$ cat config.mk
export PLATFORM = sky130hd
export DESIGN_NAME = uart_tx_arbiter
export DESIGN_NICKNAME = d
export VERILOG_FILES = /design/src/rtl/uart_tx_arbiter.sv
export SDC_FILE = /design/constraint.sdc
export NUM_CORES = 1
export LEC_CHECK = 0
export CORE_AREA = 2 2 56 58
export DETAILED_ROUTE_END_ITERATION = 7
export DIE_AREA = 0 0 58 60
export HOLD_SLACK_MARGIN = 0.06
export PLACE_DENSITY = 0.8
export SLEW_MARGIN = 20
export SYNTH_ARGS = -nofsm -noshare
export SYNTH_HDL_FRONTEND = slang
export SYNTH_SLANG_ARGS = --single-unit
$ cat constraint.sdc
create_clock -name clock -period 2 [get_ports clock]
set_input_delay 0.3 -clock clock [delete_from_list [all_inputs] [get_ports clock]]
set_output_delay 0.3 -clock clock [all_outputs]
set_load 0.01 [all_outputs]
$ cat src/rtl/uart_tx_arbiter.sv
// Round-robin arbiter that shares one UART transmitter between N byte producers.
// Grants one pending requester per frame and acknowledges it once the transmitter goes busy.
module uart_tx_arbiter #(
    parameter int N  = 4,
    parameter int W  = 8,
    parameter int IW = $clog2(N)
) (
    input  logic           clock,
    input  logic           reset,
    input  logic [N-1:0]   req,
    input  logic [N*W-1:0] data_in,
    output logic [N-1:0]   ack,
    output logic           tx_start,
    output logic [W-1:0]   tx_data,
    input  logic           tx_busy,
    output logic [IW-1:0]  grant_id,
    output logic           active
);

    typedef enum logic [1:0] {
        S_IDLE,
        S_START,
        S_WAIT_DONE
    } state_t;

    localparam logic [IW:0] N_W = N[IW:0];

    state_t        state;
    state_t        state_next;
    logic [IW-1:0] ptr;
    logic [IW-1:0] win;
    logic [IW-1:0] ptr_next;
    logic [IW:0]   idx;
    logic          found;
    logic          grant;
    logic [W-1:0]  bytes [N];

    always_comb begin
        for (int unsigned i = 0; i < N; i++) begin
            bytes[i] = data_in[i*W +: W];
        end
    end

    // ptr < N, so ptr + i < 2N and one conditional subtraction gives the wrap.
    always_comb begin
        found = 1'b0;
        win   = '0;
        idx   = '0;
        for (int unsigned i = 0; i < N; i++) begin
            idx = {1'b0, ptr} + i[IW:0];
            if (idx >= N_W) begin
                idx = idx - N_W;
            end
            if (!found && req[idx[IW-1:0]]) begin
                found = 1'b1;
                win   = idx[IW-1:0];
            end
        end
    end

    always_comb begin
        if ({1'b0, win} == N_W - 1'b1) begin
            ptr_next = '0;
        end else begin
            ptr_next = win + 1'b1;
        end
    end

    always_comb begin
        state_next = state;
        grant      = 1'b0;
        tx_start   = 1'b0;
        active     = 1'b1;
        case (state)
            S_IDLE: begin
                active = 1'b0;
                if (!tx_busy && found) begin
                    grant      = 1'b1;
                    state_next = S_START;
                end
            end
            S_START: begin
                tx_start = 1'b1;
                if (tx_busy) begin
                    state_next = S_WAIT_DONE;
                end
            end
            S_WAIT_DONE: begin
                if (!tx_busy) begin
                    state_next = S_IDLE;
                end
            end
            default: begin
                state_next = S_IDLE;
            end
        endcase
    end

    always_ff @(posedge clock or negedge reset) begin
        if (!reset) begin
            state    <= S_IDLE;
            ptr      <= '0;
            tx_data  <= '0;
            grant_id <= '0;
            ack      <= '0;
        end else begin
            state <= state_next;
            ack   <= '0;
            if (grant) begin
                tx_data  <= bytes[win];
                grant_id <= win;
                ptr      <= ptr_next;
            end
            if (state == S_START && tx_busy) begin
                ack[grant_id] <= 1'b1;
            end
        end
    end

endmodule

## Word level (Yosys, flattened, before mapping)

Cells that the tools add are included.

| word-level totals | value |
|---|---|
| register bits after elaboration | 18 |
| bits of input ports | 39 |
| word-level logic and storage cells | 78 |

| cells by class | value |
|---|---|
| add/subtract/negate cells | 8 |
| $lt $le $gt $ge | 11 |
| equal/unequal tests | 6 |
| muxes and demuxes | 35 |
| bitwise logic cells | 1 |
| reductions and logical operators | 12 |

Operators with widths:

| cell | number |
|---|---|
| two-way mux 2 bit | 12 |
| binary-select mux 8 bit (select 2 bit) | 1 |
| two-way mux 8 bit | 2 |
| less-than comparator 2 x 3 -> 1 bit, second input constant | 5 |
| two-way mux 1 bit | 13 |
| >= comparator 3 bit, second input constant | 4 |
| binary-select mux 1 bit (select 2 bit) | 4 |
| subtractor 2 x 1 -> 2 bit, second input constant | 4 |
| adder 2 x 2 -> 3 bit, second input constant | 2 |
| logical AND 1 bit | 6 |
| != test 2 bit, second input constant | 3 |
| case mux 2 bit (3 select lines) | 1 |
| == test 2 bit, second input constant | 2 |
| logical NOT 1 bit | 4 |
| two-way mux 4 bit | 1 |
| adder 2 x 1 -> 3 bit, second input constant | 1 |
| >= comparator 2 x 3 -> 1 bit, second input constant | 1 |
| inverter 2 -> 3 bit | 1 |
| AND reduction 3 bit | 1 |
| adder 2 x 1 -> 2 bit, second input constant | 1 |
| demux 1 bit (select 2 bit) | 1 |
| == test 2 x 1 -> 1 bit, second input constant | 1 |
| >= comparator 2 x 1 -> 1 bit, second input constant | 1 |
| logical NOT 2 bit | 1 |

## Longest topological paths before layout

Gate-level depths: netlist (run 1).

| logic depth | value |
|---|---|
| depth in word-level cells | 18 |
| gate-level depth with buffers | 8 |
| depth with buffers taken out | 5 |

## Least setup slack after synthesis (run 1)

Ideal clock, no wire load.

| timing | value |
|---|---|
| kind | register to register |
| start point | register ptr[1] |
| end point | register tx_data[6] |
| library setup time | 130 ps |
| arrival | 1,450 ps |
| setup slack | 419 ps |
| cell stages (with the launch flop) | 9 |
| clock period less this slack | 1,581 ps |
| cells stage by stage | dfrtp_1 -> buf_6 -> mux2i_1 -> nor2_1 -> nor3_2 -> buf_6 -> buf_12 -> mux2i_1 -> o221ai_2 |

| between the ends | value |
|---|---|
| word-level cells in the longest chain between the ends | 18 |
| elaborated cells on any way between the ends | 44 |
| those cells by class | 7 x add/sub; 4 x order compare; 25 x mux; 1 x bitwise; 7 x reduce/logical |

Ends and longest elaborated chain:

| element | line | text |
|---|---|---|
| start, declared | 30 | `logic [IW-1:0] ptr;` |
| start signal, assigned | 112 | `ptr <= ptr_next;` |
| parallel branches: the longest is 18 deep, another holds adder 2 x 1 -> 3 bit | -- |  |
| end signal, assigned | 110 | `tx_data <= bytes[win];` |
| end, declared | 14 | `output logic [W-1:0] tx_data,` |

Parallel ways; which one is timed is not known. The select of a mux whose other input is x is not followed.
A chain may end at the register's enable or synchronous reset.

## Worst setup path after layout (run 1)

| timing | value |
|---|---|
| start point | register ptr[1] |
| end point | register tx_data[7] |

Same word-level chain as after synthesis.

==> results of run 1 <==
[logic make-up after synthesis]
logic type,after synthesis,share of synthesized area (%)
AO/OA/AOI/OAI,23,17.3
buffers and inverters,9,6.67
flip-flops,18,43.6
multiplexers,17,16.5
AND/OR/NAND/NOR,32,15.9
[per-layer routing]
metal / up-vias / wire length [um] / global-route usage [%]
met5: - / 0 / 0
met4: 0 / 27 / 5.98
met3: 2 / 167 / 1.73
met2: 38 / 1350 / 27.9
met1: 450 / 1100 / 18.2
li1: 471 / - / -
[critical path, stage by stage (launching register included)]
cell	delay (ps)
dfrtp_1	530
mux2i_1	250
nor2_1	90
nor3_4	200
buf_4	240
mux2i_1	230
o221ai_1	140
[placed cells by master, fill, tap and decap left out, drive strengths merged, types with 3 or more instances in the layout]
| cell type | n |
|---|---|
| buf | 5 |
| nand2 | 14 |
| inv | 3 |
| clkbuf | 4 |
| a21oi | 6 |
| dfrtp | 18 |
| clkdlybuf4s50 | 54 |
| o221ai | 9 |
| nand2b | 3 |
| mux2i | 17 |
| nor2 | 6 |
[worst max path at each step]
stage / startpoint / endpoint / cells past startpoint
6_report: ptr[1] / tx_data[7] / 6
5_1_grt: ptr[1] / tx_data[1] / 6
4_1_cts: ptr[1] / tx_data[0] / 6
3_5_place_dp: req[0] / tx_data[0] / 7
3_3_place_gp: req[0] / tx_data[6] / 7
2_1_floorplan: ptr[1] / tx_data[6] / 8
[synthesized netlist by cell type (all sizes together)]
master / count
nor3: 1
inv: 3
a22oi: 1
nor2: 6
nor3b: 1
and3: 1
o22ai: 1
o21a: 2
o41ai: 1
and2: 1
nor2b: 2
nand2b: 3
dfrtp: 18
o221ai: 9
buf: 6
nand3b: 1
nand2: 14
mux2i: 17
a21oi: 6
a22o: 1
or2: 2
o21ai: 2
[where the power goes]
group	internal (mW)	total [mW]	leakage (nW)	switching [mW]
Sequential	0.504	0.623	0.228	0.119
Clock	0.111	0.221	0.0210	0.111
Combinational	0.545	0.970	0.469	0.425
Total	1.16	1.81	0.719	0.655
[per-stage QoR]
stage          util [%]  hold slack [ps]  instances
6_report           56.4              334        189
4_1_cts            56.4              332        189
5_1_grt            56.4              336        189
3_3_place_gp       55.1              477        185
3_5_place_dp       55.1              476        185
2_1_floorplan         -             4.41         99
[flip-flops by register name (all words and copies together) (netlist names)]
| register | flops |
|---|---|
| tx_data | 8 |
| ack | 4 |
| state | 2 |
| grant_id | 2 |
| ptr | 2 |
[final cells by class]
| class | instances | area [um^2] | share of cell area [%] |
|---|---|---|---|
| repair buffers | 59 | 578 | 35.3 |
| multi-input cells | 72 | 519 | 31.7 |
| well taps | 33 | 41.3 | 2.52 |
| clock buffers | 4 | 36.3 | 2.22 |
| inverters | 3 | 11.3 | 0.688 |
| flip-flops and latches | 18 | 450 | 27.5 |
==> metrics.csv, run 1 <==
stage;metric;value;unit
timing;final setup vio count;0;
synthesis;area leader, netlist;dfrtp_1;
timing;Worst Skew;2.47;ps
timing;Hold Violations, Final;0;
placed_design;DP Area;1600;um^2
synthesis;Syn Area/Cell;10.4;um^2
run;# Max-Cap Violations;0;
setup_path;crit path launch type;register;
power_and_ir_drop;pwr/cell area;1110;nW/um^2
clock_tree;CTS clock-pin slew for the worst setup and hold paths;100;ps
power_and_ir_drop;VDD IR max;800;uV
timing;Fin Setup TNS;0;ps
global_routing;initial antenna violation count;0;
synthesis;Yosys warnings;0;
placed_design;Place WS;-71.2;ps
timing;fin crit period;1790;ps
timing;Slew Viols, Final;0;
synthesis;share of the synthesized area in the top cell type;43.6;%
clock_tree;TritonCTS clock tree;done;
status;status;finished, final reports clean;
setup_path;Setup crit end kind;register;
final_layout;nets;196;
clock_tree;H-tree levels;1;
synthesis;syn_nets;138;
synthesis;sequential share of the synthesized area;43.6;%
routing;# DRC;0;
synthesis;top cells by area, synth;dfrtp_1 44%, mux2i_1 16%, o221ai_1 6.8%;
floorplanning;Initial Util;35.6;%
timing;Final Cycle Share;89.4;%
timing;FMAX;0.559;GHz
global_routing;largest net degree at the start of global routing;19;
clock_tree;post-cts resize count;0;
global_routing;first-pass GRT wire length;4000;um
placed_design;PortBufs;54;
routing;Pre-antenna DRT Iters;4;
routing;routed vias/inst;5.08;
timing;Slew Limit Headroom;77.6;%
clock_tree;CTS Buf Count;3;
floorplanning;IO Pins;55;
clock_tree;CTS max path bufs;2;
worst_hold_path;worst min path class;in -> async;
clock_tree;CTS hold repair buffers;0;
clock_tree;post-CTS setup buffer count;0;
final_layout;filler instances;247;
timing;Worst-Margin Slew;332;ps
synthesis;Yosys cell types;27;
timing;PnR worst setup slack;212;ps
routing;Routed WL per cell;14.0;um
clock_tree;Sink Count;18;
setup_path;arrival time of the worst setup path;1950;ps
setup_path;CP max FO;10;
final_layout;P&R area growth vs syn;58.5;%
setup_path;Crit Reg-Reg Endpoint;tx_data[7];
global_routing;vias in the first global route;919;
final_layout;layout cell share with drive strength beyond 1;8.97;%
clock_tree;Root Driver;clkbuf_4;
routing;final WL;2640;um
synthesis;area of the mapped netlist;1030;um^2
setup_path;Crit Path Category;reg -> reg;
power_and_ir_drop;Design Power;1.81;mW
placed_design;Post-DP HPWL;2100;um
routing;total number of vias;961;
setup_path;R2R setup slack;210;ps
power_and_ir_drop;Leak;0.719;nW
floorplanning;die extent in x;58;um
final_layout;Final Cell Area;1640;um^2
routing;Antenna Nets Post-Route;0;
global_routing;Overall Global Routing Usage;15.2;%
floorplanning;row count;20;
placed_design;RePlAce Congestion;0.868;
final_layout;Antenna Cells;0;
timing;RSZ-0062 raised after global routing;no;
synthesis;#FFs+latches synth;18;
floorplanning;core area;2900;um^2
clock_tree;worst-skew pair later-pin latency;290;ps
synthesis;Synth Instances;99;
routing;First DRT Iteration DRCs;47;
setup_path;worst reg2reg path depth;6;
global_routing;GRT Residual Overflow;0;
setup_path;WP data required;2160;ps
floorplanning;DIE AREA;3480;um^2
setup_path;FF-to-FF Start;ptr[1];
floorplanning;die extent in y;60;um
Note: power is estimated with default switching activity, not from simulation.
==> run 2: changes to the inputs <==
--- a/config.mk
+++ b/config.mk
@@ -5,11 +5,11 @@
 export SDC_FILE = /design/constraint.sdc
 export NUM_CORES = 1
 export LEC_CHECK = 0
-export CORE_AREA = 2 2 56 58
+export CORE_AREA = 2 2 71 46
 export DETAILED_ROUTE_END_ITERATION = 7
-export DIE_AREA = 0 0 58 60
+export DIE_AREA = 0 0 73 48
 export HOLD_SLACK_MARGIN = 0.06
-export PLACE_DENSITY = 0.8
+export PLACE_DENSITY = 0.81
 export SLEW_MARGIN = 20
 export SYNTH_ARGS = -nofsm -noshare
 export SYNTH_HDL_FRONTEND = slang
==> constraint.sdc (replaced) <==
create_clock -name clock -period 1.79 [get_ports clock]
set_input_delay 0.2685 -clock clock [delete_from_list [all_inputs] [get_ports clock]]
set_output_delay 0.2685 -clock clock [all_outputs]
set_load 0.01 [all_outputs]
==> run 2 against run 1 <==
Cell count is 4.2% higher. Global-route usage is 1.8 points higher. Register-to-register slack worse by 80 ps. Hold slack better by 1.8 ps. Non-clock buffer count is 7 higher. Sequential power is 11% higher. Critical endpoint is now active. Highest routed layer is now met3.
==> metrics.csv, run 2 (same netlist as run 1, synthesis figures left out) <==
stage;metric;value;unit;change
final_layout;commonest non-fill, non-tap cells in the layout;52 x clkdlybuf4s50_1, 18 x dfrtp_1, 17 x mux2i_1;;was 54 x clkdlybuf4s50_1, 18 x dfrtp_1, 17 x mux2i_1
routing;routed vias/inst;5.06;;was 5.08
floorplanning;DIE AREA;3500;um^2;was 3480 um^2
final_layout;Largest register FFs;8;;unchanged
floorplanning;IO Pins;55;;unchanged
routing;WL met1;1330;um;was 1100 um
power_and_ir_drop;Leak;0.777;nW;was 0.719 nW
setup_path;Worst path max stage delay;500;ps;was 530 ps
global_routing;initial antenna violation count;0;;unchanged
setup_path;CP max FO;3;;was 10
placed_design;PortBufs;54;;unchanged
routing;# DRC;0;;unchanged
setup_path;Worst path slowest cell;clkdlybuf4s50_1;;was dfrtp_1
placed_design;RePlAce Congestion;0.799;;was 0.868
routing;Antenna Nets Post-Route;0;;unchanged
power_and_ir_drop;Design Power;2.23;mW;was 1.81 mW
floorplanning;die extent in x;73;um;was 58 um
routing;Top Metal Used;met3;;was met4
power_and_ir_drop;pwr/cell area;1290;nW/um^2;was 1110 nW/um^2
setup_path;Crit Path Category;reg -> out;;was reg -> reg
timing;Slew Limit Headroom;71.8;%;was 77.6%
final_layout;Antenna Cells;0;;unchanged
global_routing;GRT Residual Overflow;0;;unchanged
power_and_ir_drop;Net Sw Frac;35.5;%;was 36.1%
final_layout;Top Registers;tx_data (8), ack (4);;unchanged
worst_hold_path;worst min path class;in -> async;;unchanged
power_and_ir_drop;combinational fraction of design power;54.1;%;was 53.4%
global_routing;first-pass GRT wire length;4400;um;was 4000 um
routing;Met2 Routed Length;1340;um;was 1350 um
power_and_ir_drop;VDD IR max;711;uV;was 800 uV
status;status;finished, final reports clean;;unchanged
clock_tree;CTS Buf Count;3;;unchanged
timing;Fin Setup TNS;0;ps;unchanged
setup_path;arrival time of the worst setup path;1430;ps;was 1950 ps
global_routing;largest net degree at the start of global routing;19;;unchanged
global_routing;Overall Global Routing Usage;17.0;%;was 15.2%
setup_path;Setup crit end kind;output port;;was register
global_routing;vias in the first global route;963;;was 919
clock_tree;worst-skew pair later-pin latency;250;ps;was 290 ps
setup_path;CP top delay family;buffers and inverters;;was flip-flops
clock_tree;CTS clock-pin slew for the worst setup and hold paths;70;ps;was 100 ps
timing;Slew Viols, Final;0;;unchanged
setup_path;WP data required;1520;ps;was 2160 ps
final_layout;nets;203;;was 196
final_layout;layout cell share with drive strength beyond 1;13.5;%;was 8.97%
routing;total number of vias;997;;was 961
floorplanning;row count;15;;was 20
timing;RSZ-0062 raised after global routing;yes;;was no
timing;final setup vio count;0;;unchanged
power_and_ir_drop;P_int;1.44;mW;was 1.16 mW
clock_tree;H-tree levels;1;;unchanged
final_layout;Biggest register;tx_data;;unchanged
setup_path;crit path launch type;register;;unchanged
clock_tree;Root Driver;clkbuf_8;;was clkbuf_4
clock_tree;Sink Count;18;;unchanged
power_and_ir_drop;Clk pwr share;14.8;%;was 12.2%
power_and_ir_drop;total net switching power;0.791;mW;was 0.655 mW
final_layout;P&R area growth vs syn;67.2;%;was 58.5%
final_layout;Non-Filler Instances;197;;was 189
routing;First DRT Iteration DRCs;45;;was 47
setup_path;worst-path cell chain;or2_1 > clkdlybuf4s50_1;;was mux2i_1 > nor2_1 > nor3_4 > buf_4 > mux2i_1 > o221ai_1
timing;Worst-Margin Slew;419;ps;was 332 ps
placed_design;Post-DP HPWL;2390;um;was 2100 um
timing;Hold Violations, Final;0;;unchanged
final_layout;most common cell after layout, fill and taps aside;clkdlybuf4s50_1;;unchanged
timing;Worst Skew;1.59;ps;was 2.47 ps
setup_path;Worst Path Buf+Inv;1;;unchanged
clock_tree;TritonCTS clock tree;done;;unchanged
power_and_ir_drop;sequential power share;31.1;%;was 34.4%
timing;Final Cycle Share;94.9;%;
timing;fin crit period;1700;ps;
routing;Routed WL per cell;15.0;um;was 14.0 um
floorplanning;Initial Util;36.9;%;was 35.6%
floorplanning;core area;2800;um^2;was 2900 um^2
run;# Max-Cap Violations;0;;unchanged
timing;FMAX;0.589;GHz;
placed_design;placed cell count;193;;was 185
routing;routed wl met3;287;um;was 167 um
floorplanning;die extent in y;48;um;was 60 um
clock_tree;CTS max path bufs;2;;unchanged
routing;Pre-antenna DRT Iters;4;;unchanged
routing;final WL;2960;um;was 2640 um
[run 2: worst register-to-register path: stages, from the launching register on]
cell and delay (ps):
dfrtp_1 400, mux2i_1 210, nor2_1 80, nor3_4 240, buf_4 210, mux2i_1 230
o221ai_1 150
[run 2: power groups by stage]
stage,sequential (mW),combinational (mW),clock (mW)
4_1_cts,0.687,1.21,0.338
6_report,0.693,1.21,0.330
3_5_place_dp,0.695,1.21,0
3_3_place_gp,0.682,1.17,0
5_1_grt,0.709,1.30,0.365
2_1_floorplan,0.719,0.619,0
[run 2: worst paths after layout]
path	startpoint	to	slack, ps	depth (start not counted)
min in group clock	tx_data[6]	tx_data[6]	490	2
min reg2reg	tx_data[6]	tx_data[6]	490	2
max reg2reg	ptr[1]	tx_data[7]	130	6
min	reset	ack[1]	340	2
max in group asynchronous	reset	tx_data[7]	1260	2
max	state[0]	active	90	2
[run 2: through the flow]
| stage | util (%) | area (um^2) | setup WS, ps | hold WS (ps) |
|---|---|---|---|---|
| 2_1_floorplan | - | 1030 | 209 | -27.1 |
| 3_3_place_gp | 59.6 | 1670 | -134 | 470 |
| 3_5_place_dp | 59.6 | 1670 | -264 | 487 |
| 4_1_cts | 61.5 | 1720 | 61.2 | 342 |
| 5_1_grt | 61.7 | 1730 | -5.55 | 353 |
| 6_report | 61.7 | 1730 | 92.0 | 336 |
[run 2: area by class of cell]
cell class                      count  area [um^2]
Multi-Input combinational cell     72          522
Fill cell                         216         1070
Clock buffer                        4         55.1
Tap cell                           34         42.5
Sequential cell                    18          450
Inverter                            3         11.3
Timing Repair Buffer               66          644
[run 2: per-layer routing]
metal  global-route usage (%)  vias to the layer above
li1                         -                      486
met1                     21.2                      466
met2                     29.5                       45
met3                     6.53                        0
met4                     2.22                        0
met5                        0                        -
[run 2: timing repair]
item                       in CTS  in global routing
gates resized for setup         1                  2
pin swaps                       0                  0
setup endpoints to repair       1                  4
hold buffers                    0                  0
cloned                          0                  0
setup buffers                   0                  0
